## src/rtl/fifo_rd_packer.sv

```systemverilog
// Read-side consumer for the async FIFO: packs RATIO consecutive entries into one
// wide word on a valid/ready output, with flush of a partial word plus lane-keep mask.
module fifo_rd_packer #(
    parameter int unsigned WIDTH = 8,
    parameter int unsigned RATIO = 4
) (
    input  logic                     rclk,
    input  logic                     rrst,
    input  logic                     rempty,
    input  logic [WIDTH-1:0]         rdata,
    output logic                     rinc,
    input  logic                     flush,
    output logic                     out_valid,
    input  logic                     out_ready,
    output logic [WIDTH*RATIO-1:0]   out_data,
    output logic [RATIO-1:0]         out_keep
);

    localparam int unsigned CW = $clog2(RATIO + 1);
    localparam int unsigned FW = CW + 1;
    localparam int unsigned DW = WIDTH * RATIO;

    logic [CW-1:0]    cnt_q, cnt_d;
    logic             pend_q;
    logic             fl_q, fl_d;
    logic [DW-1:0]    acc_q, acc_d, acc_cap;
    logic             out_valid_d;
    logic [DW-1:0]    out_data_d;
    logic [RATIO-1:0] out_keep_d;

    logic [FW-1:0]    fill;
    logic             out_free;
    logic             complete;
    logic             emit_held;
    logic             flush_ok;
    logic [RATIO-1:0] keep_mask;

    assign fill     = FW'(cnt_q) + FW'(pend_q);
    assign out_free = ~out_valid | out_ready;
    assign rinc     = ~rrst & ~rempty & ~fl_q & (fill < FW'(RATIO));
    assign complete = pend_q & (cnt_q == CW'(RATIO - 1));

    // Held word: either a full word waiting for the output, or a flushed partial one.
    assign emit_held = ~pend_q & out_free &
                       ((cnt_q == CW'(RATIO)) | (fl_q & (cnt_q != '0)));

    // Full words (including a completing capture) make flush redundant.
    assign flush_ok = flush & ~fl_q & (fill != '0) & (fill < FW'(RATIO));

    // Accumulator with the in-flight entry written into lane cnt.
    always_comb begin
        acc_cap = acc_q;
        for (int unsigned i = 0; i < RATIO; i++) begin
            if (pend_q && (cnt_q == CW'(i))) begin
                acc_cap[i*WIDTH +: WIDTH] = rdata;
            end
        end
    end

    always_comb begin
        keep_mask = '0;
        for (int unsigned i = 0; i < RATIO; i++) begin
            keep_mask[i] = (CW'(i) < cnt_q);
        end
    end

    always_comb begin
        cnt_d       = cnt_q;
        acc_d       = acc_cap;
        fl_d        = fl_q;
        out_valid_d = out_valid & ~out_ready;
        out_data_d  = out_data;
        out_keep_d  = out_keep;

        if (pend_q) begin
            cnt_d = cnt_q + CW'(1);
        end

        if (complete && out_free) begin
            out_valid_d = 1'b1;
            out_data_d  = acc_cap;
            out_keep_d  = '1;
            cnt_d       = '0;
            acc_d       = '0;
            fl_d        = 1'b0;
        end else if (emit_held) begin
            out_valid_d = 1'b1;
            out_data_d  = acc_q;
            out_keep_d  = keep_mask;
            cnt_d       = '0;
            acc_d       = '0;
            fl_d        = 1'b0;
        end else if (fl_q && !pend_q && (cnt_q == '0)) begin
            // A full word already carried the flushed lanes out.
            fl_d = 1'b0;
        end

        if (flush_ok) begin
            fl_d = 1'b1;
        end
    end

    always_ff @(posedge rclk) begin
        if (rrst) begin
            cnt_q     <= '0;
            pend_q    <= 1'b0;
            fl_q      <= 1'b0;
            acc_q     <= '0;
            out_valid <= 1'b0;
            out_data  <= '0;
            out_keep  <= '0;
        end else begin
            cnt_q     <= cnt_d;
            pend_q    <= rinc;
            fl_q      <= fl_d;
            acc_q     <= acc_d;
            out_valid <= out_valid_d;
            out_data  <= out_data_d;
            out_keep  <= out_keep_d;
        end
    end

endmodule

```

## config.mk

```make
export PLATFORM = sky130hd
export DESIGN_NAME = fifo_rd_packer
export DESIGN_NICKNAME = d
export VERILOG_FILES = /design/src/rtl/fifo_rd_packer.sv
export SDC_FILE = /design/constraint.sdc
export NUM_CORES = 1
export LEC_CHECK = 0
export CORE_MARGIN = 2
export CORE_UTILIZATION = 38
export CTS_CLUSTER_DIAMETER = 150
export CTS_CLUSTER_SIZE = 8
export DETAILED_ROUTE_END_ITERATION = 6
export DONT_BUFFER_PORTS = 1
export GPL_ROUTABILITY_DRIVEN = 0
export PLACE_DENSITY = 0.58
export SYNTH_ARGS = -nofsm -noshare
export SYNTH_HDL_FRONTEND = slang
export SYNTH_SLANG_ARGS = --single-unit
```

## constraint.sdc

```tcl
create_clock -name rclk -period 2.9 [get_ports rclk]
set_input_delay 0.435 -clock rclk [delete_from_list [all_inputs] [get_ports rclk]]
set_output_delay 0.435 -clock rclk [all_outputs]
set_load 0.02 [all_outputs]
```

# == Word level (Yosys, flattened, before mapping) ==
# Cells that the tools add are included.
# classes
addsub,2
order_cmp,5
n_eq_ne,4
n_mux,14
bitwise_logic,19
reduce_logical,14
# ops
op,n
32-bit 2-to-1 mux,2
8-bit 2-to-1 mux,4
1-bit bitwise AND,11
4-bit 2-to-1 mux,2
4-bit nonzero test,2
1-bit logical AND,7
"3-bit by 2-bit equality test with 1-bit output, second input constant",2
"1-bit by 3-bit less-than comparator with 1-bit output, first input constant",2
"2-bit by 3-bit less-than comparator with 1-bit output, first input constant",2
1-bit 2-to-1 mux,6
1-bit NOT,6
3-bit by 1-bit adder with 4-bit output,1
"4-bit by 3-bit less-than comparator with 1-bit output, second input constant",1
"3-bit by 1-bit adder with 3-bit output, second input constant",1
"3-bit by 1-bit equality test with 1-bit output, second input constant",1
"3-bit equality test, second input constant",1
3-bit zero test,1
3-bit nonzero test,1
3-bit OR reduction,1
1-bit OR,2
2-bit nonzero test,1
1-bit zero test,1
# totals
reg_bits,74
out_inout_bits,38
elab_cells,65

# == Depth between registers and ports, before layout ==
# logic_depth
word_depth,7
depth_mapped,10
mapped_depth_nobuf,6

# == Least setup slack after synthesis ==
# No wires, ideal clock.
# synth_timing
path_type,register -> register
start,register cnt_q[1]
end,register acc_q[24]
t_arrival_ps,2124
slack_ps,710
stages_incl_launch_ff,11
n_path_buf,4
path_cell_list,dfxtp_1 -> clkbuf_1 -> inv_1 -> ha_1 -> mux2_4 -> and3_4 -> buf_6 -> or3_1 -> buf_6 -> buf_6 -> a21oi_2
# synth_via
elab_chain_len,5
# synth_lines
element,line_no,rtl
"start, declared",23,"logic [CW-1:0] cnt_q, cnt_d;"
"start signal, assigned",113,cnt_q <= cnt_d;
3-bit nonzero test,45,((cnt_q == CW'(RATIO)) | (fl_q & (cnt_q != '0)));
1-bit bitwise AND,45,
1-bit OR,45,
1-bit bitwise AND,44,assign emit_held = ~pend_q & out_free &
3-bit OR reduction (no line),n/a,
"end signal, assigned",108,acc_q <= '0;
"end signal, assigned",116,acc_q <= acc_d;
"end, declared",26,"logic [DW-1:0] acc_q, acc_d, acc_cap;"
# Parallel ways exist; a longest one is shown, timed or not.
# A chain may end at the register's enable or synchronous reset.

# == Worst setup path after layout ==
# layout_timing
start,register cnt_q[0]
end,output rinc
# layout_via
elab_chain_len,3
# layout_lines
element,line_no,rtl
3-bit by 1-bit adder with 4-bit output,38,assign fill = FW'(cnt_q) + FW'(pend_q);
4-bit by 3-bit less-than comparator with 1-bit output,40,assign rinc = ~rrst & ~rempty & ~fl_q & (fill < FW'(RATIO));
1-bit bitwise AND,40,
"end, declared",11,"output logic rinc,"
# No other way between the ends.

==> impl_results.rst <==
.. list-table::
   :header-rows: 1

   * - Metric
     - Value
   * - Top flip-flop cell by instance count after synthesis
     - sky130_fd_sc_hd__dfxtp_1
   * - Final Instance Count excl. Fillers
     - 478
   * - Post-synthesis area per instance
     - 8.367 um^2
   * - Result of the run
     - complete, no violations
   * - Sequential share of the synthesized area
     - 46.60%
   * - First-pass iteration count of the detailed router
     - 4
   * - Final cell utilization of the core
     - 41.64%
   * - Total standard cell area after synthesis
     - 0.003179 mm^2
   * - Setup Skew
     - 0.008450 ns
   * - Core Area
     - 0.008175 mm^2
   * - Family with the most delay on the worst path
     - flip-flops
   * - Reg-to-Reg End
     - acc_q[0]$_SDFF_PP0_
   * - Most frequent cells in the layout
     - sky130_fd_sc_hd__nand2_1 (87), sky130_fd_sc_hd__dfxtp_1 (74), sky130_fd_sc_hd__nand3_1 (45)
   * - # H-tree levels
     - 3
   * - Register bit count reported by yosys
     - 74
   * - Total Neg Setup Slack
     - 0 ns
   * - Antenna violations before repair
     - 0
   * - Number of DRC violations after detailed-routing iteration 0
     - 206
   * - Part of the total power dissipated in combinational logic
     - 6.6%
   * - Clock latency on the worst-skew pair
     - 0.34 ns
   * - Routed Antenna Nets
     - 0
   * - Die boundary height
     - 95.47 um
   * - Power share of the clock group
     - 38.8%
   * - Most used cell, CP
     - sky130_fd_sc_hd__ha_1
   * - Fraction of final layout cells sized beyond drive strength 1
     - 15.55%
   * - Clk pin slew, worst setup/hold paths
     - 0.08 ns
   * - Crit path buf inv count
     - 0
   * - Number of diodes
     - 0
   * - Post-layout nets
     - 387
   * - Max-Slew Margin vs Limit
     - 51.45%
   * - Cells after synthesis
     - 380
   * - Maximum number of pins on one net before global-route repair
     - 40
   * - DRC errors left
     - 0
   * - Hold EP
     - out_data[10]$_SDFFE_PP0P_
   * - Largest incremental delay on the critical path
     - 0.50 ns
   * - PD cells
     - 577.2 mW/mm^2
   * - Count of final hold-check violations
     - 0
   * - Cell at the root of the clock tree
     - sky130_fd_sc_hd__clkbuf_8
   * - Worst Setup Path Type
     - flop to primary output
   * - Setup-failing EPs final
     - 0
   * - Max_cap viols
     - 0
   * - Total routed wirelength
     - 8394 um
   * - Average wire per standard cell
     - 17.56 um
   * - Actual transition at the worst max-transition pin
     - 0.7264 ns
   * - Maximum operating frequency
     - 425.8 MHz
   * - Congestion Overflow GR
     - 0
   * - CP Launch Type
     - flop
   * - Leakage
     - 0.001049 uW
   * - Area delta synth->final
     - 7.084%
   * - IO Port Bufs
     - 0
   * - Final clock period utilization by the worst path
     - 80.99%
   * - Sequential group share of total power
     - 54.6%
   * - Post-detailed-placement half-perimeter wirelength
     - 5443 um
   * - Via count of the first global-routing pass
     - 2502
   * - Global-route wire length before repair
     - 13540 um
   * - Number of placed instances with taps included
     - 463
   * - CP cell instances
     - ha_1 > ha_1 > nand2_1 > a21oi_1 > o21ai_0 > nor2_1
   * - Number of cells on the worst reg-to-reg path
     - 7
   * - Yosys warnings
     - 0
   * - Number of enable flip-flop cells after synthesis
     - 0
   * - Beginning of the worst hold path
     - rrst
   * - FP Rows
     - 33
   * - Total GRT Usage
     - 19.57%
   * - Share of flip-flops with an asynchronous set or reset
     - 0%
   * - Number of library cell types mapped by synthesis
     - 31
   * - Full die area
     - 0.009115 mm^2
   * - Io pins
     - 51
   * - Setup repair after global routing missed its margin
     - no
   * - Post-CTS Resized
     - 0
   * - Die outline width
     - 95.47 um
   * - Mapped Nets
     - 398
   * - Maximum fanout encountered on the critical timing path
     - 9
   * - Final hold slack
     - 0.1495 ns
   * - Worst hold path depth
     - 1
   * - Fin. max-slew vios
     - 0
   * - Post-layout min period
     - 2.349 ns
   * - Setup slack of the worst register-to-register path
     - 0.59 ns
   * - Clock tree from TritonCTS
     - yes
   * - Kind of end point of the critical path
     - primary output
   * - Max VDD drop
     - 0.0003343 V
   * - Hold crit path type
     - primary input to flop
   * - Crit path max-delay cell type
     - sky130_fd_sc_hd__dfxtp_1
   * - Worst-case clock buffer depth
     - 2
   * - Routed via count
     - 2652
   * - Number of vias per cell after detailed routing
     - 5.548
   * - Internal power
     - 1476 uW
   * - Post-CTS Hold Buffers
     - 0
   * - Switching power
     - 489.0 uW
   * - CTS buffer count
     - 9
   * - Clock sink count
     - 74
   * - Initial cell density of the core
     - 38.89%
   * - Data arrival time of the critical path
     - 1.91 ns
   * - Commonest non-fill, non-tap cell in the layout
     - sky130_fd_sc_hd__nand2_1
   * - Number of buffers inserted to repair setup after CTS
     - 0
   * - Required @ worst endpoint
     - 2.47 ns
   * - Share of total power consumed by net switching
     - 24.88%
   * - Origin of the critical flop-to-flop path
     - cnt_q[0]$_SDFFE_PP0P_
==> per-layer routing <==
| metal | wire (um) | part of all wire (%) | vias to the layer above | track usage [%] |
|---|---|---|---|---|
| met5 | 0 | 0 | - | 0 |
| met4 | 99 | 1.2 | 0 | 5.476 |
| met3 | 568 | 6.8 | 10 | 5.771 |
| met2 | 3900 | 46 | 81 | 31.87 |
| met1 | 3824 | 46 | 1254 | 25.22 |
| li1 | - | - | 1307 | - |
==> power groups by stage <==
| stage | logic [uW] | registers [uW] | clock network [uW] |
|---|---|---|---|
| after floorplan | 118 | 1090 | 0 |
| after global placement | 127 | 1100 | 0 |
| after detailed placement | 129 | 1100 | 0 |
| after CTS | 129 | 1070 | 780 |
| after global routing | 143 | 1080 | 826 |
| final | 129 | 1070 | 763 |
==> per-stage QoR <==
| stage | total power (uW) | cell area (um^2) | worst slack [ns] |
|---|---|---|---|
| after global routing | 2046 | 3405 | 0.3494 |
| after CTS | 1983 | 3405 | 0.4977 |
| after floorplan | 1205 | 3179 | 0.7097 |
| after global placement | 1224 | 3221 | 0.6573 |
| after detailed placement | 1226 | 3221 | 0.6022 |
| final | 1965 | 3405 | 0.5512 |
==> cells by family (layout without fill, tap and decap cells) <==
family / Yosys count / in the layout / synth area share [%]
DFF: 74 / 74 / 46.60
muxes: 2 / 2 / 0.7870
xor gates and xnor gates: 2 / 2 / 0.5511
and+or+nand+nor: 178 / 178 / 24.75
adders and majority gates: 5 / 5 / 1.968
buffers and inverters: 38 / 31 / 6.139
AOI/OAI and AO/OA: 81 / 81 / 19.21
==> how the worst max path moves through the flow <==
stage	startpoint	to	slack [ns]	cells past startpoint
after floorplan	cnt_q[1]$_SDFFE_PP0P_	acc_q[24]$_SDFF_PP0_	0.71	10
after global placement	cnt_q[0]$_SDFFE_PP0P_	acc_q[31]$_SDFF_PP0_	0.66	7
after detailed placement	cnt_q[0]$_SDFFE_PP0P_	acc_q[0]$_SDFF_PP0_	0.60	7
after CTS	cnt_q[0]$_SDFFE_PP0P_	rinc	0.50	6
after global routing	cnt_q[0]$_SDFFE_PP0P_	rinc	0.35	6
final	cnt_q[0]$_SDFFE_PP0P_	rinc	0.55	6
==> Yosys cell counts (all sizes together) (2+ instances only) <==
library cell  instances  area share [%]
nor2                 16             2.1
nand2                87              10
a21oi                41             9.6
clkbuf               21             2.5
buf                  13             3.2
ha                    5             2.0
dfxtp                74              47
and3                  2            0.55
nor3                 23             3.6
o21ai                10             1.6
a211oi                2            0.47
nand3                45             7.1
a311oi               25             6.9
inv                   4            0.47
==> state kept, by name (all words and copies together) (netlist names) <==
name and count:
acc_q 32, cnt_q 3, fl_q 1, out_data 32
out_keep 4, out_valid 1, pend_q 1
==> layout make-up <==
class	count	area [um^2]
fill	841	4771
sequential	74	1481
clock inverter	5	56.30
clock buffer	10	127.6
inverter	4	15.01
multi-input combinational	268	1503
timing repair buffer	12	90.09
tap	105	131.4
Power figures use the tool's default switching activity.
